File: src/rtl/axi_stream_downsizer.sv
// AXI-Stream width downsizer: splits one wide input beat into RATIO narrow lanes,
// skipping lanes with no keep bits set and dropping fully empty non-last beats.
module axi_stream_downsizer #(
  parameter int    IN_WIDTH     = 64,
  parameter int    RATIO        = 2,
  parameter int    USER_WIDTH   = 8,
  parameter string USER_ON_LAST = "false",
  localparam int   OUT_WIDTH    = IN_WIDTH / RATIO,
  localparam int   KEEP_IN      = IN_WIDTH / 8,
  localparam int   KEEP_OUT     = OUT_WIDTH / 8
) (
  input  logic                  sysClk,
  input  logic                  sysReset,
  input  logic [IN_WIDTH-1:0]   sAxiStreamTdata,
  input  logic [KEEP_IN-1:0]    sAxiStreamTkeep,
  input  logic [USER_WIDTH-1:0] sAxiStreamTuser,
  input  logic                  sAxiStreamTlast,
  input  logic                  sAxiStreamTvalid,
  output logic                  sAxiStreamTready,
  output logic [OUT_WIDTH-1:0]  mAxiStreamTdata,
  output logic [KEEP_OUT-1:0]   mAxiStreamTkeep,
  output logic [USER_WIDTH-1:0] mAxiStreamTuser,
  output logic                  mAxiStreamTlast,
  output logic                  mAxiStreamTvalid,
  input  logic                  mAxiStreamTready,
  output logic [15:0]           dropCount
);

  localparam int LANE_W = $clog2(RATIO);
  localparam bit UOL    = (USER_ON_LAST == "true");

  logic [IN_WIDTH-1:0]   data_q, data_d;
  logic [KEEP_IN-1:0]    keep_q, keep_d;
  logic [USER_WIDTH-1:0] user_q, user_d;
  logic                  last_q, last_d;
  logic                  held_q, held_d;
  logic [LANE_W-1:0]     lane_q, lane_d;
  logic [15:0]           drop_q, drop_d;

  logic [RATIO-1:0]  cur_mask, above_mask, in_mask;
  logic [LANE_W-1:0] next_lane, first_in_lane;
  logic              is_final, in_empty, m_hs, s_hs;

  function automatic logic [RATIO-1:0] lane_mask(input logic [KEEP_IN-1:0] keep);
    logic [RATIO-1:0] m;
    m = '0;
    for (int k = 0; k < RATIO; k++) m[k] = |keep[k*KEEP_OUT +: KEEP_OUT];
    return m;
  endfunction

  // Priority encoder: lowest set lane wins; lane 0 when nothing is set.
  function automatic logic [LANE_W-1:0] lowest_lane(input logic [RATIO-1:0] m);
    logic [LANE_W-1:0] res;
    res = '0;
    for (int k = RATIO - 1; k >= 0; k--) if (m[k]) res = LANE_W'(k);
    return res;
  endfunction

  always_comb begin
    cur_mask   = lane_mask(keep_q);
    above_mask = '0;
    for (int k = 0; k < RATIO; k++) above_mask[k] = cur_mask[k] && (k > int'(lane_q));
    is_final      = ~|above_mask;
    next_lane     = lowest_lane(above_mask);
    in_mask       = lane_mask(sAxiStreamTkeep);
    in_empty      = ~|in_mask;
    first_in_lane = lowest_lane(in_mask);
  end

  assign sAxiStreamTready = !sysReset && (!held_q || (is_final && mAxiStreamTready));
  assign m_hs = held_q && mAxiStreamTready;
  assign s_hs = sAxiStreamTvalid && sAxiStreamTready;

  always_comb begin
    data_d = data_q;
    keep_d = keep_q;
    user_d = user_q;
    last_d = last_q;
    held_d = held_q;
    lane_d = lane_q;
    drop_d = drop_q;
    if (m_hs) begin
      if (is_final) held_d = 1'b0;
      else          lane_d = next_lane;
    end
    // A new beat may land in the same cycle the final lane of the old one leaves.
    if (s_hs) begin
      data_d = sAxiStreamTdata;
      keep_d = sAxiStreamTkeep;
      user_d = sAxiStreamTuser;
      last_d = sAxiStreamTlast;
      lane_d = first_in_lane;
      held_d = !(in_empty && !sAxiStreamTlast);
      if (in_empty && !sAxiStreamTlast && drop_q != 16'hFFFF) drop_d = drop_q + 16'd1;
    end
  end

  always_ff @(posedge sysClk) begin
    if (sysReset) begin
      held_q <= 1'b0;
      lane_q <= '0;
      last_q <= 1'b0;
      user_q <= '0;
      drop_q <= '0;
    end else begin
      held_q <= held_d;
      lane_q <= lane_d;
      last_q <= last_d;
      user_q <= user_d;
      drop_q <= drop_d;
    end
    data_q <= data_d;
    keep_q <= keep_d;
  end

  always_comb begin
    mAxiStreamTdata = '0;
    mAxiStreamTkeep = '0;
    for (int k = 0; k < RATIO; k++) begin
      if (lane_q == LANE_W'(k)) begin
        mAxiStreamTdata = data_q[k*OUT_WIDTH +: OUT_WIDTH];
        mAxiStreamTkeep = keep_q[k*KEEP_OUT +: KEEP_OUT];
      end
    end
  end

  assign mAxiStreamTvalid = held_q;
  assign mAxiStreamTlast  = held_q && last_q && is_final;
  assign mAxiStreamTuser  = (UOL && !mAxiStreamTlast) ? '0 : user_q;
  assign dropCount        = drop_q;

endmodule
File: config.mk
export PLATFORM = sky130hd
export DESIGN_NAME = axi_stream_downsizer
export DESIGN_NICKNAME = d
export VERILOG_FILES = /design/src/rtl/axi_stream_downsizer.sv
export SDC_FILE = /design/constraint.sdc
export NUM_CORES = 1
export LEC_CHECK = 0
export BUFFER_PORTS_ARGS = -buffer_cell sky130_fd_sc_hd__buf_2
export CAP_MARGIN = 5
export CORE_MARGIN = 2
export CORE_UTILIZATION = 40
export CTS_CLUSTER_DIAMETER = 30
export DETAILED_ROUTE_END_ITERATION = 10
export MAX_ROUTING_LAYER = met4
export PLACE_DENSITY = 0.7
export SETUP_SLACK_MARGIN = 0.5
export SLEW_MARGIN = 15
export SYNTH_ARGS = -nofsm -noshare
export SYNTH_HDL_FRONTEND = slang
export SYNTH_SLANG_ARGS = --single-unit
File: constraint.sdc
create_clock -name sysClk -period 3.83 [get_ports sysClk]
set_input_delay 0.766 -clock sysClk [delete_from_list [all_inputs] [get_ports sysClk]]
set_output_delay 0.766 -clock sysClk [all_outputs]
set_load 0.01 [all_outputs]
==> results.yml <==
clock_network:
  count_of_h_tree_levels_built_during_cts: 3
  cts-root-to-sink-buffers: 2
  clock-sinks: 99
  postCtsSetupRepairBufs: 0
  clkLatencyLatePin_ps: 350
  clk_root_buffer_cell: "sky130_fd_sc_hd__clkbuf_8"
  post_cts_resize_count: 0
  cts_tree: "built"
  post_cts_hold_buffer_count: 0
  worst_setup_hold_path_clk_slew_ps: 100
  total_clock_buffers_created_by_cts: 9
setup_path:
  cp-end-kind: "flop"
  timing_worst_setup_path_type: "in -> reg"
  cp_data_arrival_time_ps: 3000
  path_max_fanout: 19
  worstPathRequired_ps: 4120
  crit_path_cell_trace: "buf_2, nor4_1, nand3b_1, or3_1, or4_1, a21oi_1"
  slowest_cp_cell: "sky130_fd_sc_hd__or3_1"
  critical_path_buf_inv_count: 1
  timing.critical_path.slowest_cell_delay_ps: 660
  family_with_the_most_delay_on_the_worst_path: "simple AND/OR/NAND/NOR gates"
  cp-start-kind: "primary input"
  setup.reg_to_reg.worst_slack_ps: 1340
layout:
  drive_gt1_frac: 0.492
  mostFrequentLayoutCells: "sky130_fd_sc_hd__buf_2, sky130_fd_sc_hd__edfxtp_1, sky130_fd_sc_hd__mux2_2"
  area.growth.synth_to_final_pct: 28.2
  final_net_count: 504
  final_common_cell: "sky130_fd_sc_hd__buf_2"
  fillers: 810
  fin_cells: 553
timing:
  slew_violations: 0
  hold_viol: 0
  fin_worst_skew_ps: 13.2
  final_cycle_share: 0.706
  report.final.setup_viol: 0
  max_slew_margin: 0.588
  tightestPinTransition_ps: 612
  period_minus_ws_final_ps: 2710
  achievable-frequency_ghz: 0.370
  rsz0062_at_grt: "no"
  totalNegativeSetupSlack_ps: 0
yosys:
  ys_seq_area_frac: 0.703
  syn_area_sq_um: 3840
  yosys_warnings: 0
  ys_dominant_reg_cell: "sky130_fd_sc_hd__edfxtp_1"
  count_of_flip_flops_with_a_built_in_enable_after_synthesis: 72
  synth_cells: 268
  yosysUniqueCellTypes: 34
  avgSynthCellArea_sq_um: 14.3
  ys_seq_elements: 99
  asyncSetResetFlopFracSynth: 0
  mappedNetlistNets: 354
detailed_routing:
  dr.pass1.iters: 4
  detail_route.vias_per_cell: 5.02
  detailedRoute.firstIterationViolations: 137
  wl_per_cell_um: 15.3
  drcViolationCount: 0
  wl_um: 8450
  final_antenna_net_count: 0
  via_count: 2774
floorplanning:
  die-area_sq_um: 10400
  die_h_um: 102
  floorplan.rows: 35
  core_region_area_sq_um: 9280
  die_x_um: 102
  initial_core_utilization: 0.414
  io_pins: 148
place:
  dpl.cell_count: 536
  hpwl_um: 6110
  place.port_buffers: 147
  finalWeightedCongestion: 0.808
global_route:
  grt.met3_usage: 0.0499
  globalRouteTotalUtil: 0.163
  top_usage_layer: "met2"
  grt_pass1_wl_um: 12600
  grt_overflow_total: 0
  first_global_vias: 2672
  pin_count_of_the_biggest_net_entering_global_routing: 77
  grt_util_met1: 0.196
  groute.layer.met2.usage: 0.271
  antenna_found_initial: 1
power_and_ir_drop:
  clockPowerShare: 0.314
  vdd_drop_max_mv: 0.214
  total_leakage_power_nw: 1.97
  total_switching_power_mw: 0.486
  power_density_nw_per_um2: 410
  power.internal_mw: 1.54
  comb_power_share: 0.088
  power.share.sequential: 0.598
  power_switching_share: 0.240
outcome:
  status: "complete, no violations"
run:
  max_cap_viol_count: 0
worst_hold_path:
  hold_path.class: "reg -> reg"
-- per-layer routing --
layer / part of all wire / vias to the layer above
li1: - / 1319
met1: 0.41 / 1323
met2: 0.49 / 121
met3: 0.090 / 11
met4: 0.012 / 0
met5: 0 / -
-- synthesized netlist by cell type (4+ instances only) --
master	n	area share
sky130_fd_sc_hd__nand3_1	15	0.020
sky130_fd_sc_hd__edfxtp_1	72	0.56
sky130_fd_sc_hd__nor2_1	9	0.0088
sky130_fd_sc_hd__or4_1	4	0.0078
sky130_fd_sc_hd__dfxtp_1	27	0.14
sky130_fd_sc_hd__nor4_1	7	0.011
sky130_fd_sc_hd__o31ai_1	4	0.0078
sky130_fd_sc_hd__or3_1	6	0.0098
sky130_fd_sc_hd__mux2_2	37	0.11
sky130_fd_sc_hd__a21oi_1	11	0.014
sky130_fd_sc_hd__nand2_1	27	0.026
sky130_fd_sc_hd__nand4_1	4	0.0065
sky130_fd_sc_hd__o21ai_0	6	0.0078
sky130_fd_sc_hd__clkbuf_1	6	0.0059
-- path summary, 6_finish.rpt --
| kind | startpoint | to | depth (start not counted) |
|---|---|---|---|
| worst min register to register | mAxiStreamTuser[0] | mAxiStreamTuser[0] | 2 |
| worst min-delay path | mAxiStreamTuser[0] | mAxiStreamTuser[0] | 2 |
| worst max register to register | keep_q[6] | dropCount[7] | 5 |
| worst max-delay path | sAxiStreamTkeep[1] | dropCount[7] | 6 |
-- worst min-delay path: cells and delay by family (launching register included) --
kind	cells	cell delay, ps
DFF	1	320
and+or+nand+nor	2	110
-- flip-flops by register name (all words and copies together) (netlist names) --
signal            cells
dropCount            16
keep_q                8
last_q                1
mAxiStreamTuser       8
mAxiStreamTvalid      1
lane_q                1
data_q               64
-- power groups by stage --
stage	registers, mW	logic, mW	clock network (mW)
2_1_floorplan	1.23	0.0854	0
3_3_place_gp	1.23	0.175	0
3_5_place_dp	1.23	0.180	0
4_1_cts	1.21	0.180	0.661
5_1_grt	1.21	0.195	0.699
6_report	1.21	0.178	0.635
-- metrics by stage --
step,hold WS [ps],setup slack [ps],power (mW),utilization,cell area [sq um]
final,457,1120,2.02,0.531,4930
after global placement,441,781,1.41,0.510,4730
after global routing,482,895,2.11,0.531,4930
after CTS,462,1080,2.05,0.531,4930
after floorplan,434,1260,1.32,-,3850
after detailed placement,445,706,1.41,0.510,4730
-- area by class of cell --
cell class,instances,area [sq um],area share
flip-flops and latches,99,2700,0.548
multi-input cells,155,1090,0.221
repair buffers,150,771,0.156
well taps,129,161,0.0327
clock buffers,9,124,0.0251
clock inverters,7,70.1,0.0142
inverters,3,11.3,0.00228
diodes,1,2.50,0.000507
-- cells by family after synthesis --
kind of cell	synth area share
AND/OR/NAND/NOR	0.116
multiplexers	0.111
flip-flops	0.703
XOR/XNOR	0.00683
AO/OA/AOI/OAI	0.0452
buffers and inverters	0.0143
adder cells (fa/ha/maj)	0.00325
No activity file was read; power rests on OpenSTA's default activity.
